==> src/rtl/coeff_collector.sv <==
// Reassembles DCT_POINT serial float coefficients into one parallel frame with a non-zero count.
// Latency: frame visible the cycle after its last beat is sampled; one frame can wait in the collect buffer.
// Backpressure: out_valid/out_ready handshake; beats arriving while both levels are full are dropped with overflow.
module coeff_collector #(
   parameter int DCT_POINT = 16,
   parameter int M         = 23,
   parameter int E         = 8,
   parameter int K         = 6,
   localparam int W        = M + E + 1
) (
   input  logic                   clk,
   input  logic                   reset,
   input  logic                   in_valid,
   input  logic                   frame_start,
   input  logic [W-1:0]           inp,
   input  logic                   out_ready,
   output logic                   out_valid,
   output logic [W*DCT_POINT-1:0] frame,
   output logic [K-1:0]           nz_count,
   output logic                   sync_err,
   output logic                   overflow
);

   typedef enum logic [1:0] {IDLE, COLLECT, HOLD} state_t;

   state_t                 state, state_nx;
   logic [W*DCT_POINT-1:0] cbuf, cbuf_nx;
   logic [K-1:0]           idx, idx_nx;
   logic [K-1:0]           cnt, cnt_nx;
   logic [K-1:0]           wr_slot;
   logic                   buf_we, load_out, sync_nx, ovf_nx;
   logic                   nz_in, slot_free, last_beat;

   // Zero, -0 and denormals all have a zero exponent field.
   assign nz_in     = |inp[M+E-1:M];
   // Output register can take a new frame on this edge.
   assign slot_free = !out_valid || out_ready;
   assign last_beat = (idx == K'(DCT_POINT - 1));

   // State register.
   always_ff @(posedge clk or negedge reset) begin
      if (!reset) state <= IDLE;
      else        state <= state_nx;
   end

   // Next-state decision.
   always_comb begin
      state_nx = state;
      case (state)
         IDLE:    if (in_valid && frame_start) state_nx = COLLECT;
         COLLECT: if (in_valid && !frame_start && last_beat)
                     state_nx = slot_free ? IDLE : HOLD;
         HOLD:    if (out_valid && out_ready) state_nx = IDLE;
         default: state_nx = IDLE;
      endcase
   end

   // Per-state datapath controls: buffer write, index/count update, output load, error pulses.
   always_comb begin
      idx_nx   = idx;
      cnt_nx   = cnt;
      wr_slot  = idx;
      buf_we   = 1'b0;
      load_out = 1'b0;
      sync_nx  = 1'b0;
      ovf_nx   = 1'b0;
      case (state)
         IDLE: begin
            if (in_valid) begin
               if (frame_start) begin
                  buf_we  = 1'b1;
                  wr_slot = '0;
                  idx_nx  = K'(1);
                  cnt_nx  = K'(nz_in);
               end else begin
                  sync_nx = 1'b1;
               end
            end
         end
         COLLECT: begin
            if (in_valid) begin
               if (frame_start) begin
                  // Partial frame abandoned; this beat becomes slot 0 of a fresh frame.
                  sync_nx = 1'b1;
                  buf_we  = 1'b1;
                  wr_slot = '0;
                  idx_nx  = K'(1);
                  cnt_nx  = K'(nz_in);
               end else begin
                  buf_we = 1'b1;
                  idx_nx = idx + K'(1);
                  cnt_nx = cnt + K'(nz_in);
                  if (last_beat && slot_free) begin
                     load_out = 1'b1;
                     idx_nx   = '0;
                  end
               end
            end
         end
         HOLD: begin
            ovf_nx = in_valid;
            if (out_valid && out_ready) begin
               load_out = 1'b1;
               idx_nx   = '0;
            end
         end
         default: ;
      endcase
   end

   // Collect buffer with the current beat merged in, so a completing frame can go straight out.
   always_comb begin
      cbuf_nx = cbuf;
      for (int i = 0; i < DCT_POINT; i++) begin
         if (buf_we && wr_slot == K'(i)) cbuf_nx[i*W +: W] = inp;
      end
   end

   // Collect buffer storage; contents are always rewritten before they are used.
   always_ff @(posedge clk) begin
      cbuf <= cbuf_nx;
   end

   // Index, running count, output register and registered error pulses.
   always_ff @(posedge clk or negedge reset) begin
      if (!reset) begin
         idx       <= '0;
         cnt       <= '0;
         out_valid <= 1'b0;
         frame     <= '0;
         nz_count  <= '0;
         sync_err  <= 1'b0;
         overflow  <= 1'b0;
      end else begin
         idx      <= idx_nx;
         cnt      <= cnt_nx;
         sync_err <= sync_nx;
         overflow <= ovf_nx;
         if (load_out) begin
            frame     <= cbuf_nx;
            nz_count  <= cnt_nx;
            out_valid <= 1'b1;
         end else if (out_valid && out_ready) begin
            out_valid <= 1'b0;
         end
      end
   end

endmodule

==> config.mk <==
export PLATFORM = sky130hd
export DESIGN_NAME = coeff_collector
export DESIGN_NICKNAME = d
export VERILOG_FILES = /design/src/rtl/coeff_collector.sv
export SDC_FILE = /design/constraint.sdc
export NUM_CORES = 1
export LEC_CHECK = 0
export CORE_MARGIN = 2
export CORE_UTILIZATION = 45
export DETAILED_ROUTE_END_ITERATION = 10
export GPL_ROUTABILITY_DRIVEN = 0
export HOLD_SLACK_MARGIN = 0.12
export PLACE_DENSITY = 0.68
export SYNTH_ARGS = -nofsm -noshare
export SYNTH_HDL_FRONTEND = slang
export SYNTH_SLANG_ARGS = --single-unit
==> constraint.sdc <==
create_clock -name clk -period 5.5 [get_ports clk]
set_clock_uncertainty 0.1 [all_clocks]
set_input_delay 0.825 -clock clk [delete_from_list [all_inputs] [get_ports clk]]
set_output_delay 0.825 -clock clk [all_outputs]
set_load 0.01 [all_outputs]
==> impl_metrics.env <==
export IMPL_hold_slack_ps=360
export IMPL_async_flop_share=0.511
export IMPL_avgSynthCellArea_sq_um=13.8
export IMPL_cts_resized=0
export IMPL_vias=23500
export IMPL_initial_utilization=0.455
export IMPL_rsz0062_at_grt="false"
export IMPL_clockBufferDepth=3
export IMPL_crit_end="frame[300]$_DFFE_PN0P_"
export IMPL_status="finished, final reports clean"
export IMPL_multiInputGateArea_sq_um=12800
export IMPL_route_detailed_drc=0
export IMPL_first_pass_iters=6
export IMPL_path_clk_slew_ps=60
export IMPL_regArea_sq_um=23600
export IMPL_drt_total_wl_mm=103
export IMPL_cts_buffers=108
export IMPL_rr_startpoint="state[1]$_DFFE_PN0P_"
export IMPL_diodes=0
export IMPL_syn_nets=2742
export IMPL_grt_max_degree=196
export IMPL_max_stage_delay_ps=790
export IMPL_port_buffers=557
export IMPL_drive_gt1_frac=0.328
export IMPL_final_nets=3257
export IMPL_seq_area_frac_synth=0.633
export IMPL_power_density_nw_per_um2=376
export IMPL_insertion_delay_ps=680
export IMPL_drt_iter0_markers=1243
export IMPL_dpl_worst_slack_ps=1380
export IMPL_rr_worst_depth=7
export IMPL_final_hold_violation_count=0
export IMPL_antenna_found_initial=2
export IMPL_slew_violations=0
export IMPL_finalCritPeriodShare=0.694
export IMPL_synth_cell_types=55
export IMPL_cpMostUsedCell="mux2_2"
export IMPL_grt_pass1_vias=24300
export IMPL_cap_viol_max_count=0
export IMPL_cellLeakagePower_nw=21.7
export IMPL_syn_area_sq_um=37400
export IMPL_startpoint="state[1]$_DFFE_PN0P_"
export IMPL_cp_data_arrival_time_ps=4260
export IMPL_cts_sinks=1047
export IMPL_reg2reg_setup_slack_ps=1680
export IMPL_synth_seq_cells=1047
export IMPL_htree_levels=3
export IMPL_grt_ovfl_total=0
export IMPL_post_drt_wl_per_cell_microns=23.5
export IMPL_num_io_pins=558
export IMPL_die_area_sq_um=85400
export IMPL_fmax_ghz=0.262
export IMPL_synth_main_ff_cell="dfrtp_1"
export IMPL_fin_ws_ps=1680
export IMPL_hpwl_mm=66.5
export IMPL_n_fill_cell=6424
export IMPL_synth_cells=2698
export IMPL_critPathKind="register to register"
export IMPL_grt_pass1_wl_mm=156
export IMPL_finalNonFillerCells=4379
export IMPL_fin_util=0.579
export IMPL_period_needed_ps=3820
export IMPL_slew_headroom=0.196
export IMPL_worst_slew_pin_slew_ps=1200
export IMPL_drt_antenna_violating_nets=0
export IMPL_start_kind="register"
export IMPL_crit_chain="inv_1 -> ha_1 -> o211ai_1 -> nand4_1 -> buf_4 -> mux2_2 -> mux2_2"
export IMPL_crit_fanout=23
export IMPL_slowest_stage="nand4_1"
export IMPL_synth_edf_count=0
export IMPL_syn_to_final_growth_pct=27.3
export IMPL_ir_worst_vdd_mv=0.285
export IMPL_crit_required_ps=5940
export IMPL_track_usage=0.239
export IMPL_finalSetupViolCount=0
export IMPL_viasPerCell=5.37
export IMPL_cts_tree="built"
export IMPL_post_place_cells=4172
export IMPL_die_width_microns=292
export IMPL_yosysWarningCount=0
export IMPL_rows=105
export IMPL_dieHeight_microns=292
export IMPL_hold_path_class="register to register"
export IMPL_tns_ps=0
export IMPL_endpoint_kind="register"
export IMPL_worstReg2RegEnd="frame[300]$_DFFE_PN0P_"
export IMPL_cts_root_buffer="clkbuf_16"
export IMPL_core_area_sq_um=82100
## cell usage after synthesis (4+ instances only)
cell / n / area, sq um
clkbuf_1: 84 / 315
a31oi_1: 101 / 632
ha_1: 7 / 87.6
buf_2: 72 / 360
buf_6: 4 / 45.0
nor2b_1: 6 / 37.5
o211ai_1: 5 / 37.5
mux2_2: 805 / 9060
buf_1: 6 / 22.5
o21ai_0: 108 / 541
buf_4: 33 / 248
nor2_1: 104 / 390
nand3_1: 98 / 490
dfxtp_1: 512 / 10200
nand4_1: 12 / 75.1
nand2_1: 115 / 432
o31ai_1: 5 / 37.5
dfrtp_1: 535 / 13400
o311ai_0: 4 / 35.0
mux2_4: 30 / 450
inv_1: 5 / 18.8
## cell type report
type	count	area share
sequential	1047	0.497
tap	1070	0.0282
timing repair buffer	604	0.127
inverter	5	0.000395
clock buffer	154	0.0655
multi-input combinational	1447	0.269
clock inverter	52	0.0133
## per-stage QoR
step,power [W],cell area [sq um]
finish,0.0179,47500
CTS,0.0180,47500
floorplan,0.00985,37400
global placement,0.0103,43800
global route,0.0186,47500
detailed placement,0.0105,43800
## placed cells by master, fill, tap and decap left out, types with 3 or more instances in the layout
cell type,n
buf_4,39
dfrtp_1,535
mux2_4,30
mux2i_1,3
a31oi_1,101
nand2_1,115
clkbuf_16,109
clkinvlp_4,7
buf_12,8
nand3b_1,3
ha_1,7
clkbuf_1,23
or2_2,3
o31ai_1,5
o211ai_1,5
clkbuf_8,22
inv_6,3
nand4_1,12
clkdlybuf4s50_1,555
bufinv_16,10
nor2b_1,6
clkinv_4,5
clkinv_2,23
nor2_1,103
inv_1,5
nand3_1,98
mux2_2,805
o21ai_0,108
dfxtp_1,512
a21oi_1,3
o311ai_0,4
## how the worst min path moves through the flow
stage	slack (ps)	cells past startpoint	start	to
after CTS	370	1	cbuf[382]$_DFF_P_	cbuf[382]$_DFF_P_
final	360	1	cbuf[382]$_DFF_P_	cbuf[382]$_DFF_P_
after detailed placement	350	1	cbuf[382]$_DFF_P_	cbuf[382]$_DFF_P_
after floorplan	330	1	cbuf[382]$_DFF_P_	cbuf[382]$_DFF_P_
after global placement	340	1	cbuf[382]$_DFF_P_	cbuf[382]$_DFF_P_
after global routing	380	1	cbuf[217]$_DFF_P_	cbuf[217]$_DFF_P_
## registers in the layout (all words and copies together) (netlist names)
register / cells
sync_err: 1
nz_count: 6
frame: 512
cbuf: 512
cnt: 6
idx: 6
overflow: 1
out_valid: 1
state: 2
## power by group
group          internal, W  switching (W)  total (W)
sequential         0.00833       0.000191    0.00852
clock              0.00444        0.00310    0.00755
combinational     0.000665        0.00113    0.00179
## cells by family (layout without fill, tap and decap cells)
kind of cell             Yosys count  in the layout  share of synthesized area
buffers and inverters            204            815                     0.0270
adder cells (fa/ha/maj)            7              7                    0.00234
multiplexers                     839            839                      0.256
AND/OR/NAND/NOR                  360            360                     0.0437
AO/OA/AOI/OAI                    241            241                     0.0386
flip-flops                      1047           1047                      0.633
## repair_timing
| item | CTS | global route |
|---|---|---|
| buffers inserted | 0 | 0 |
| hold buffers | 1 | 0 |
| hold endpoints to repair | 29 | 0 |
## worst max-delay path: cells and delay by family, from the launching register on
kind | cells | cell delay [ps]
compound gates | 1 | 780
buf+inv | 2 | 590
simple gates | 1 | 790
fa+ha+maj | 1 | 400
flops | 1 | 390
mux | 2 | 600
## metal layers
layer  track usage  routed length [microns]
met1         0.292                    41500
met2         0.404                    50700
met3        0.0557                     6420
met4         0.108                     4490
met5             0                        0
Note: power is estimated with default switching activity, not from simulation.
